[config.mk]
export PLATFORM = sky130hd
export DESIGN_NAME = acc_sequencer
export DESIGN_NICKNAME = d
export VERILOG_FILES = /design/src/rtl/acc_pkg.sv /design/src/rtl/acc_timeout_cnt.sv /design/src/rtl/acc_sequencer.sv
export SDC_FILE = /design/constraint.sdc
export NUM_CORES = 1
export LEC_CHECK = 0
export BUFFER_PORTS_ARGS = -buffer_cell sky130_fd_sc_hd__buf_2
export CAP_MARGIN = 20
export CORE_MARGIN = 2
export CORE_UTILIZATION = 42
export CTS_CLUSTER_SIZE = 16
export DETAILED_ROUTE_END_ITERATION = 8
export GPL_ROUTABILITY_DRIVEN = 0
export PLACE_DENSITY = 0.76
export REMOVE_ABC_BUFFERS = 1
export SLEW_MARGIN = 20
export SYNTH_ARGS = -nofsm -noshare
export SYNTH_HDL_FRONTEND = slang
export SYNTH_HIERARCHICAL = 1
export SYNTH_SLANG_ARGS = --single-unit
export TNS_END_PERCENT = 100
[constraint.sdc]
create_clock -name clk -period 2.1 [get_ports clk]
set_clock_uncertainty 0.05 [all_clocks]
set_input_delay 0.315 -clock clk [delete_from_list [all_inputs] [get_ports clk]]
set_output_delay 0.315 -clock clk [all_outputs]
set_load 0.01 [all_outputs]
[src/rtl/acc_pkg.sv]
// Shared definitions for the accelerator-op sequencer.
// Contents:
//   OP_ACC0 / OP_ACC1 - the two accelerator opcodes recognised in decode
//   ST_*              - 3-bit sequencer state encoding
//   TIMEOUT_DEF       - default maximum BUSY cycles before abort
//   is_acc_op()       - opcode match helper
package acc_pkg;

  localparam logic [5:0] OP_ACC0 = 6'b111110;
  localparam logic [5:0] OP_ACC1 = 6'b111111;

  localparam logic [2:0] ST_IDLE = 3'd0;
  localparam logic [2:0] ST_REQ  = 3'd1;
  localparam logic [2:0] ST_BUSY = 3'd2;
  localparam logic [2:0] ST_WB   = 3'd3;
  localparam logic [2:0] ST_ERR  = 3'd4;

  localparam int unsigned TIMEOUT_DEF = 200;

  function automatic logic is_acc_op(input logic [5:0] op);
    return (op == OP_ACC0) || (op == OP_ACC1);
  endfunction

endpackage

[src/rtl/acc_timeout_cnt.sv]
// Saturating BUSY-phase cycle counter with terminal-count flag.
// Ports:
//   clk, reset - clock and asynchronous active-low reset
//   clr_i      - synchronous clear (wins over enable)
//   en_i       - count enable
//   tc_o       - high while the count equals TIMEOUT-1
module acc_timeout_cnt
  import acc_pkg::*;
#(
  parameter int unsigned CNT_W   = 8,
  parameter int unsigned TIMEOUT = TIMEOUT_DEF
) (
  input  logic clk,
  input  logic reset,
  input  logic clr_i,
  input  logic en_i,
  output logic tc_o
);

  localparam logic [CNT_W-1:0] TC_VAL  = CNT_W'(TIMEOUT - 1);
  localparam logic [CNT_W-1:0] CNT_MAX = {CNT_W{1'b1}};
  localparam logic [CNT_W-1:0] CNT_ONE = CNT_W'(1);

  logic [CNT_W-1:0] cnt_q;
  logic [CNT_W-1:0] cnt_d;

  // Next count: clear has priority; holding at all-ones prevents wrap.
  always_comb begin
    cnt_d = cnt_q;
    if (clr_i) begin
      cnt_d = '0;
    end else if (en_i && (cnt_q != CNT_MAX)) begin
      cnt_d = cnt_q + CNT_ONE;
    end else begin
      cnt_d = cnt_q;
    end
  end

  // Count register.
  always_ff @(posedge clk or negedge reset) begin
    if (!reset) begin
      cnt_q <= '0;
    end else begin
      cnt_q <= cnt_d;
    end
  end

  assign tc_o = (cnt_q == TC_VAL);

endmodule

[src/rtl/acc_sequencer.sv]
// Decode-stage sequencer for accelerator ops (opcodes 111111 / 111110).
// Detects an accelerator op in D, stalls F/D, runs a req/ack handshake,
// waits for done (with timeout) and presents a one-cycle writeback.
// Ports:
//   clk, reset          - clock, asynchronous active-low reset
//   opD, srcaD, srcbD   - decode opcode and register-file operands
//   flushD              - decode flush, suppresses detection
//   acc_ack, acc_done   - accelerator handshake inputs
//   acc_result          - accelerator result, valid with acc_done
//   err_clr             - clears the sticky timeout flag
//   acc_req             - request to accelerator (REQ state)
//   acc_mode/acc_a/acc_b- latched opD[0] and operands
//   stallFD, accbypass  - pipeline control
//   wb_valid, wb_data   - one-cycle writeback strobe and value
//   timeout_err         - sticky timeout flag
module acc_sequencer
  import acc_pkg::*;
#(
  parameter int unsigned DATA_W  = 32,
  parameter int unsigned CNT_W   = 8,
  parameter int unsigned TIMEOUT = TIMEOUT_DEF
) (
  input  logic              clk,
  input  logic              reset,
  input  logic [5:0]        opD,
  input  logic [DATA_W-1:0] srcaD,
  input  logic [DATA_W-1:0] srcbD,
  input  logic              flushD,
  input  logic              acc_ack,
  input  logic              acc_done,
  input  logic [DATA_W-1:0] acc_result,
  input  logic              err_clr,
  output logic              acc_req,
  output logic              acc_mode,
  output logic [DATA_W-1:0] acc_a,
  output logic [DATA_W-1:0] acc_b,
  output logic              stallFD,
  output logic              accbypass,
  output logic              wb_valid,
  output logic [DATA_W-1:0] wb_data,
  output logic              timeout_err
);

  logic [2:0]        state_q, state_d;
  logic              mode_q, mode_d;
  logic [DATA_W-1:0] a_q, a_d;
  logic [DATA_W-1:0] b_q, b_d;
  logic [DATA_W-1:0] wb_data_q, wb_data_d;
  logic              terr_q, terr_d;

  logic acc_op_det_s;
  logic cnt_clr_s;
  logic cnt_en_s;
  logic tc_s;
  logic timeout_set_s;

  assign acc_op_det_s  = is_acc_op(opD) & ~flushD;
  // Done in the terminal BUSY cycle takes priority over the timeout.
  assign timeout_set_s = (state_q == ST_BUSY) & tc_s & ~acc_done;

  acc_timeout_cnt #(
    .CNT_W   (CNT_W),
    .TIMEOUT (TIMEOUT)
  ) u_cnt (
    .clk   (clk),
    .reset (reset),
    .clr_i (cnt_clr_s),
    .en_i  (cnt_en_s),
    .tc_o  (tc_s)
  );

  // Sequencer next-state, operand latch and writeback capture.
  always_comb begin
    state_d   = state_q;
    mode_d    = mode_q;
    a_d       = a_q;
    b_d       = b_q;
    wb_data_d = wb_data_q;
    cnt_clr_s = 1'b0;
    cnt_en_s  = 1'b0;
    case (state_q)
      ST_IDLE: begin
        if (acc_op_det_s) begin
          mode_d  = opD[0];
          a_d     = srcaD;
          b_d     = srcbD;
          state_d = ST_REQ;
        end else begin
          state_d = ST_IDLE;
        end
      end
      ST_REQ: begin
        if (acc_ack && acc_done) begin
          wb_data_d = acc_result;
          state_d   = ST_WB;
        end else if (acc_ack) begin
          cnt_clr_s = 1'b1;
          state_d   = ST_BUSY;
        end else begin
          state_d = ST_REQ;
        end
      end
      ST_BUSY: begin
        cnt_en_s = 1'b1;
        if (acc_done) begin
          wb_data_d = acc_result;
          state_d   = ST_WB;
        end else if (tc_s) begin
          wb_data_d = '0;
          state_d   = ST_ERR;
        end else begin
          state_d = ST_BUSY;
        end
      end
      ST_WB:   state_d = ST_IDLE;
      ST_ERR:  state_d = ST_IDLE;
      default: state_d = ST_IDLE;
    endcase
  end

  // Sticky timeout flag: a new timeout beats a simultaneous clear.
  always_comb begin
    if (timeout_set_s) begin
      terr_d = 1'b1;
    end else if (err_clr) begin
      terr_d = 1'b0;
    end else begin
      terr_d = terr_q;
    end
  end

  // State and datapath registers.
  always_ff @(posedge clk or negedge reset) begin
    if (!reset) begin
      state_q   <= ST_IDLE;
      mode_q    <= 1'b0;
      a_q       <= '0;
      b_q       <= '0;
      wb_data_q <= '0;
      terr_q    <= 1'b0;
    end else begin
      state_q   <= state_d;
      mode_q    <= mode_d;
      a_q       <= a_d;
      b_q       <= b_d;
      wb_data_q <= wb_data_d;
      terr_q    <= terr_d;
    end
  end

  assign acc_req     = (state_q == ST_REQ);
  assign accbypass   = (state_q == ST_REQ) | (state_q == ST_BUSY);
  assign wb_valid    = (state_q == ST_WB) | (state_q == ST_ERR);
  // In IDLE the stall must follow detection in the same cycle.
  assign stallFD     = ((state_q == ST_IDLE) & acc_op_det_s) | accbypass;
  assign acc_mode    = mode_q;
  assign acc_a       = a_q;
  assign acc_b       = b_q;
  assign wb_data     = wb_data_q;
  assign timeout_err = terr_q;

endmodule

==> results of run 1 <==
[cells by family after synthesis]
family / count (synthesis) / share of synthesized area
flip-flops: 109 / 0.590
buffers and inverters: 54 / 0.0626
AND/OR/NAND/NOR: 71 / 0.0802
multiplexers: 99 / 0.232
adder cells (fa/ha/maj): 1 / 0.00271
AO/OA/AOI/OAI: 21 / 0.0317
[per-stage QoR]
stage,hold WS (ns),std cells
floorplan,-0.0306,336
global placement,0.257,700
detailed placement,0.258,700
CTS,0.0630,717
global route,0.0619,722
finish,0.0845,722
[power by group through the flow]
stage               clock network [W]  registers (W)  logic, W
floorplan                           0        0.00359   0.00110
global placement                    0        0.00327   0.00251
detailed placement                  0        0.00331   0.00260
CTS                           0.00139        0.00328   0.00262
global route                  0.00147        0.00338   0.00304
finish                        0.00134        0.00328   0.00277
[cell type report]
class / count / area share
multi-input combinational: 192 / 0.267
clock buffer: 9 / 0.0200
tap: 140 / 0.0282
timing repair buffer: 230 / 0.209
sequential: 109 / 0.440
clock inverter: 7 / 0.0149
inverter: 35 / 0.0212
[worst register-to-register path, delay by kind of cell (launching register included)]
family / cells / cell delay, ns
simple gates: 3 / 0.59
compound gates: 1 / 0.23
flops: 1 / 0.38
buf+inv: 2 / 0.28
mux: 1 / 0.23
fa+ha+maj: 1 / 0.20
[flip-flops by register name (all words and copies together), names as in the netlist]
name and flops:
wb_data 32, acc_b 32, state_q 3, u_cnt/cnt_q 8, timeout_err 1, acc_a 32, acc_mode 1
[timing repair]
action,in CTS,in global routing
endpoints found under the hold margin,35,0
resized for setup,4,7
pin swaps,0,3
gates cloned,0,3
setup endpoints to repair,33,25
buffers inserted,0,2
hold buffers,1,0
[layer usage]
metal,global-route usage,vias to the layer above,wire (um),part of all wire
met5,0,-,0,0
met4,0.0943,0,303,0.028
met3,0.0323,27,524,0.048
met2,0.309,123,5630,0.52
met1,0.215,1651,4360,0.40
li1,-,1642,-,-
[layout by cell type, fill, tap and decap left out, types with 2 or more instances in the layout]
| cell | instances |
|---|---|
| buf_2 | 208 |
| buf_12 | 4 |
| clkbuf_8 | 9 |
| inv_1 | 35 |
| dfrtp_2 | 2 |
| mux2i_2 | 2 |
| nand2b_1 | 4 |
| nor4b_1 | 2 |
| mux2i_1 | 30 |
| a21oi_1 | 8 |
| buf_4 | 14 |
| dfrtp_1 | 107 |
| nor2b_1 | 2 |
| nand3b_1 | 3 |
| clkinvlp_4 | 2 |
| inv_8 | 2 |
| nor2_1 | 6 |
| a31oi_1 | 2 |
| o21ai_0 | 2 |
| nor3_1 | 3 |
| clkbuf_16 | 2 |
| nand2_1 | 37 |
| mux2_2 | 66 |
[worst min-delay path by stage]
stage / startpoint / end / slack (ns) / cells past startpoint
floorplan: reset / acc_a[0]$_DFFE_PN0P_ / -0.03 / 0
global placement: reset / acc_a[14]$_DFFE_PN0P_ / 0.26 / 1
detailed placement: reset / acc_b[12]$_DFFE_PN0P_ / 0.26 / 1
CTS: err_clr / timeout_err$_DFFE_PN0P_ / 0.06 / 2
global route: err_clr / timeout_err$_DFFE_PN0P_ / 0.06 / 2
finish: err_clr / timeout_err$_DFFE_PN0P_ / 0.08 / 2
==> run metrics, run 1 <==
status complete, no violations; final period utilization 0.979; Clock Latency Late Sink 0.37 ns; vias in the first global route 3,380; H-tree depth 3; DR iter-0 viols 155; combinational power share 0.375; Area after DPL 5840 um^2; Vias 3,443; arrival time worst endpoint 2.30 ns; root buf cell clkbuf_8; Net Sw Power 0.00258 W; Setup CP Type flip-flop to flip-flop; CP Capture Type flip-flop; FP Rows 38; Fin Setup TNS 0 ns; Synth async-reset ratio 1.00; Crit-path slowest cell dfrtp_1; diode count 0; leading area contributor after synthesis dfrtp_1; Final Hold Fails 0; Period minus WS final 2.06 ns; Post-Place Setup Slack -0.128 ns; Clock Tree Buf Depth 2; Num CTS Buffers 9; Post-Route WL 10.8 mm; Rel. slew slack 0.677; Tot Pwr 0.00740 W; area fraction of the dominant cell type after synthesis 0.590; Die ar. 11,900 um^2; CTS sink cnt 109; Fmax 0.487 GHz; Worst R2R Start u_cnt/cnt_q[1]$_DFFE_PN0P_; Hold Crit Class primary input to flip-flop; worst setup path startpoint u_cnt/cnt_q[1]$_DFFE_PN0P_; Crit path top cell by count buf_12; IO Pins 210; Required @ worst endpoint 2.35 ns; CP Cell Sequence ha_2 -> and4_4 -> nor4b_4 -> nand3b_1 -> a31oi_4 -> buf_12 -> buf_12 -> mux2i_4; CP Capture Point wb_data[22]$_DFFE_PN0P_; register cell area after layout 2730 um^2; PD cells 1190 nW/um^2; Multi-input gate area 1660 um^2; utilization after layout 0.575; CTS clk-pin slew, worst paths 0.11 ns; Placeable Area 10,800 um^2; # DRC 0; top post-synthesis cells by area dfrtp_1 59%, mux2_2 16%, mux2i_1 7.2%, nand2_1 3.0%, inv_1 2.8%; Netlist Area Pre-Place 4620 um^2; PortBufs 209; grt ovf 0; crit path max fanout 8; routed length per instance 15.0 um; final instance area 6210 um^2; Int Power 0.00481 W; Critical Path Source Type flip-flop; GRT Util Overall 0.180; Die Wd 109 um; Post-synth top flop dfrtp_1; Ys Warns 6; R2R Setup Slk 0.04 ns; Clk network pwr share 0.181; sequential share of the synthesized area 0.590; max cap viols 0; final net count 686; delay-heaviest family, CP simple AND/OR/NAND/NOR gates; Starting Density 0.428; Final setup viols 0; Avg Cell Area, Syn 13.0 um^2; CTS tree yes; initial antenna violation count 0; Worst VDD drop 0.574 mV; synth cell count leaders 109 x dfrtp_1, 66 x mux2_2, 37 x nand2_1; Area growth, synth to finish 34.3%; Reg-to-Reg End wb_data[22]$_DFFE_PN0P_; Pleak 3.38 nW; fin. max-slew vios 0; R2R cell count 8; Syn Inst Count 355; critical path depth 8; maximum number of pins on one net before global-route repair 45; Synth Register Bits 109; Seq pwr share 0.444; Die Y 109 um; RSZ-0062 raised after global routing true; via/cell ratio 4.77; Routed Antenna Nets 0; DRT Pass-1 Iters 4; layout cells sized above 1 0.560; fill count 891; post-DP HPWL 7.98 mm; number of flops mapped to enable cells by yosys 0; CP bufs+invs 2; max incr delay on CP 0.38 ns; first-pass GRT wire length 16.4 mm; Slew @ Worst Pin 0.485 ns; Setup WS post-layout 0.0447 ns; sw frac 0.349; cell with the most instances after synthesis dfrtp_1; distinct cell type count after synthesis 40
Note: power is estimated with default switching activity, not from simulation.
==> run 2: changes to the inputs <==
--- a/config.mk
+++ b/config.mk
@@ -12,6 +12,7 @@
 export CTS_CLUSTER_SIZE = 16
 export DETAILED_ROUTE_END_ITERATION = 8
 export GPL_ROUTABILITY_DRIVEN = 0
+export GPL_TIMING_DRIVEN = 0
 export PLACE_DENSITY = 0.76
 export REMOVE_ABC_BUFFERS = 1
 export SLEW_MARGIN = 20
==> run 2 against run 1 <==
Against the previous run:
- sequential power hardly changed
- die area stayed put
- count of clock-buffer cells in the layout is 1 higher
- critical path depth stayed put
- critical path type unchanged
- largest cell class unchanged
==> run metrics, run 2 (synthesis results as in run 1) <==
first-pass GRT wire length 16.1 mm; max cap viols 0; CP Capture Type flip-flop; Placeable Area 10,800 um^2; Num CTS Buffers 9; Die Wd 109 um; Routed Antenna Nets 0; root buf cell clkbuf_8; routed length per instance 14.7 um; final net count 681; initial antenna violation count 0; CTS clk-pin slew, worst paths 0.10 ns; sw frac 0.345; Starting Density 0.428; most common cell after layout, fill and taps aside buf_2; vias in the first global route 3,343; utilization after layout 0.570; Fmax 0.491 GHz; Rel. slew slack 0.592; Worst VDD drop 0.659 mV; max incr delay on CP 0.37 ns; Clk network pwr share 0.178; Pleak 3.36 nW; FP Rows 38; Die ar. 11,900 um^2; Area growth, synth to finish 33.1%; via/cell ratio 4.81; Hold Crit Class primary input to flip-flop; Hold Path Cell Cnt 2; status complete, no violations; CP Cell Sequence ha_2 -> and4_4 -> nor4b_4 -> nand3b_1 -> a31oi_4 -> buf_12 -> buf_4 -> mux2i_1; Clock Latency Late Sink 0.38 ns; GRT Util Overall 0.179; RSZ-0062 raised after global routing true; Vias 3,450; placed cells 688; Area after DPL 5780 um^2; Critical Path Source Type flip-flop; layout cells sized above 1 0.556; Seq pwr share 0.452; grt ovf 0; Die Y 109 um; R2R cell count 8; Final Hold Fails 0; arrival time worst endpoint 2.28 ns; maximum number of pins on one net before global-route repair 61; Setup CP Type flip-flop to flip-flop; PD cells 1180 nW/um^2; commonest cells after routing, fill and taps aside 208 x buf_2, 107 x dfrtp_1, 66 x mux2_2; Int Power 0.00475 W; final period utilization 0.970; combinational power share 0.370; CTS tree yes; post-DP HPWL 7.66 mm; DR iter-0 viols 178; Final setup viols 0; Post-Route WL 10.5 mm; PortBufs 209; DRT Pass-1 Iters 4; non-filler instance count after layout 717; CTS sink cnt 109; Required @ worst endpoint 2.35 ns; Period minus WS final 2.04 ns; crit path max fanout 6; final instance area 6150 um^2; diode count 0; fin. max-slew vios 0; IO Pins 210; Slew @ Worst Pin 0.609 ns; Net Sw Power 0.00251 W; H-tree depth 3; # DRC 0; Clock Tree Buf Depth 2; Crit-path slowest cell dfrtp_1
[run 2: changes by cell type in the layout (fill, tap and decap cells not counted), sizes merged]
cell,previous run,this run
buf,227,222
clkinvlp,2,1
and4bb,1,2
[run 2: metal layers]
layer  share of wire  track usage  routed length, um  vias up
li1                -            -                  -     1636
met1            0.39        0.208               4120     1688
met2            0.53        0.308               5550      107
met3           0.055       0.0454                580       19
met4           0.025       0.0842                261        0
met5               0            0                  0        -
[run 2: cell type report]
cell class,count,area (um^2)
clock buffer,10,128
clock inverter,6,71.3
fill,899,4640
inverter,35,131
multi-input combinational,193,1660
sequential,109,2730
tap,140,175
timing repair buffer,224,1250
[run 2: timing repair]
action / CTS / global route
buffers inserted: 9 / 1
gates cloned: 1 / 1
hold buffers: 1 / 0
pin swaps: 3 / 0
resized for setup: 8 / 4
endpoints found under the setup margin: 33 / 34
endpoints found under the hold margin: 49 / 0
[run 2: metrics by stage]
stage | worst slack (ns) | hold slack (ns) | power [W] | TNS, ns
2_1_floorplan | -1.12 | -0.0306 | 0.00469 | -86.39
3_3_place_gp | -1.77 | 0.434 | 0.00571 | -196.17
3_5_place_dp | -0.794 | 0.236 | 0.00587 | -21.86
4_1_cts | 0.00109 | 0.0566 | 0.00730 | 0
5_1_grt | -0.0457 | 0.0572 | 0.00776 | -0.682
6_report | 0.0639 | 0.0769 | 0.00726 | 0
[run 2: critical path, delay by kind of cell, from the launching register on]
kind	cells	cell delay (ns)
muxes	1	0.20
AOI/OAI and AO/OA	1	0.18
DFF	1	0.37
buffers and inverters	2	0.31
adders and majority gates	1	0.19
and+or+nand+nor	3	0.65
[run 2: final timing paths]
kind,slack [ns],from,to
min in group asynchronous,0.36,reset,acc_b[16]$_DFFE_PN0P_
hold reg to reg,0.46,acc_b[21]$_DFFE_PN0P_,acc_b[21]$_DFFE_PN0P_
hold / removal,0.08,err_clr,timeout_err$_DFFE_PN0P_
setup / recovery,0.06,u_cnt/cnt_q[1]$_DFFE_PN0P_,wb_data[15]$_DFFE_PN0P_
max in group asynchronous,0.96,reset,state_q[2]$_DFF_PN0_
setup reg to reg,0.06,u_cnt/cnt_q[1]$_DFFE_PN0P_,wb_data[15]$_DFFE_PN0P_
[run 2: power groups by stage]
stage                     clock network, W  registers, W  logic (W)
after global routing               0.00143       0.00338    0.00295
after floorplan                          0       0.00359    0.00110
after global placement                   0       0.00326    0.00245
after CTS                          0.00134       0.00328    0.00268
after detailed placement                 0       0.00331    0.00255
final                              0.00129       0.00328    0.00269
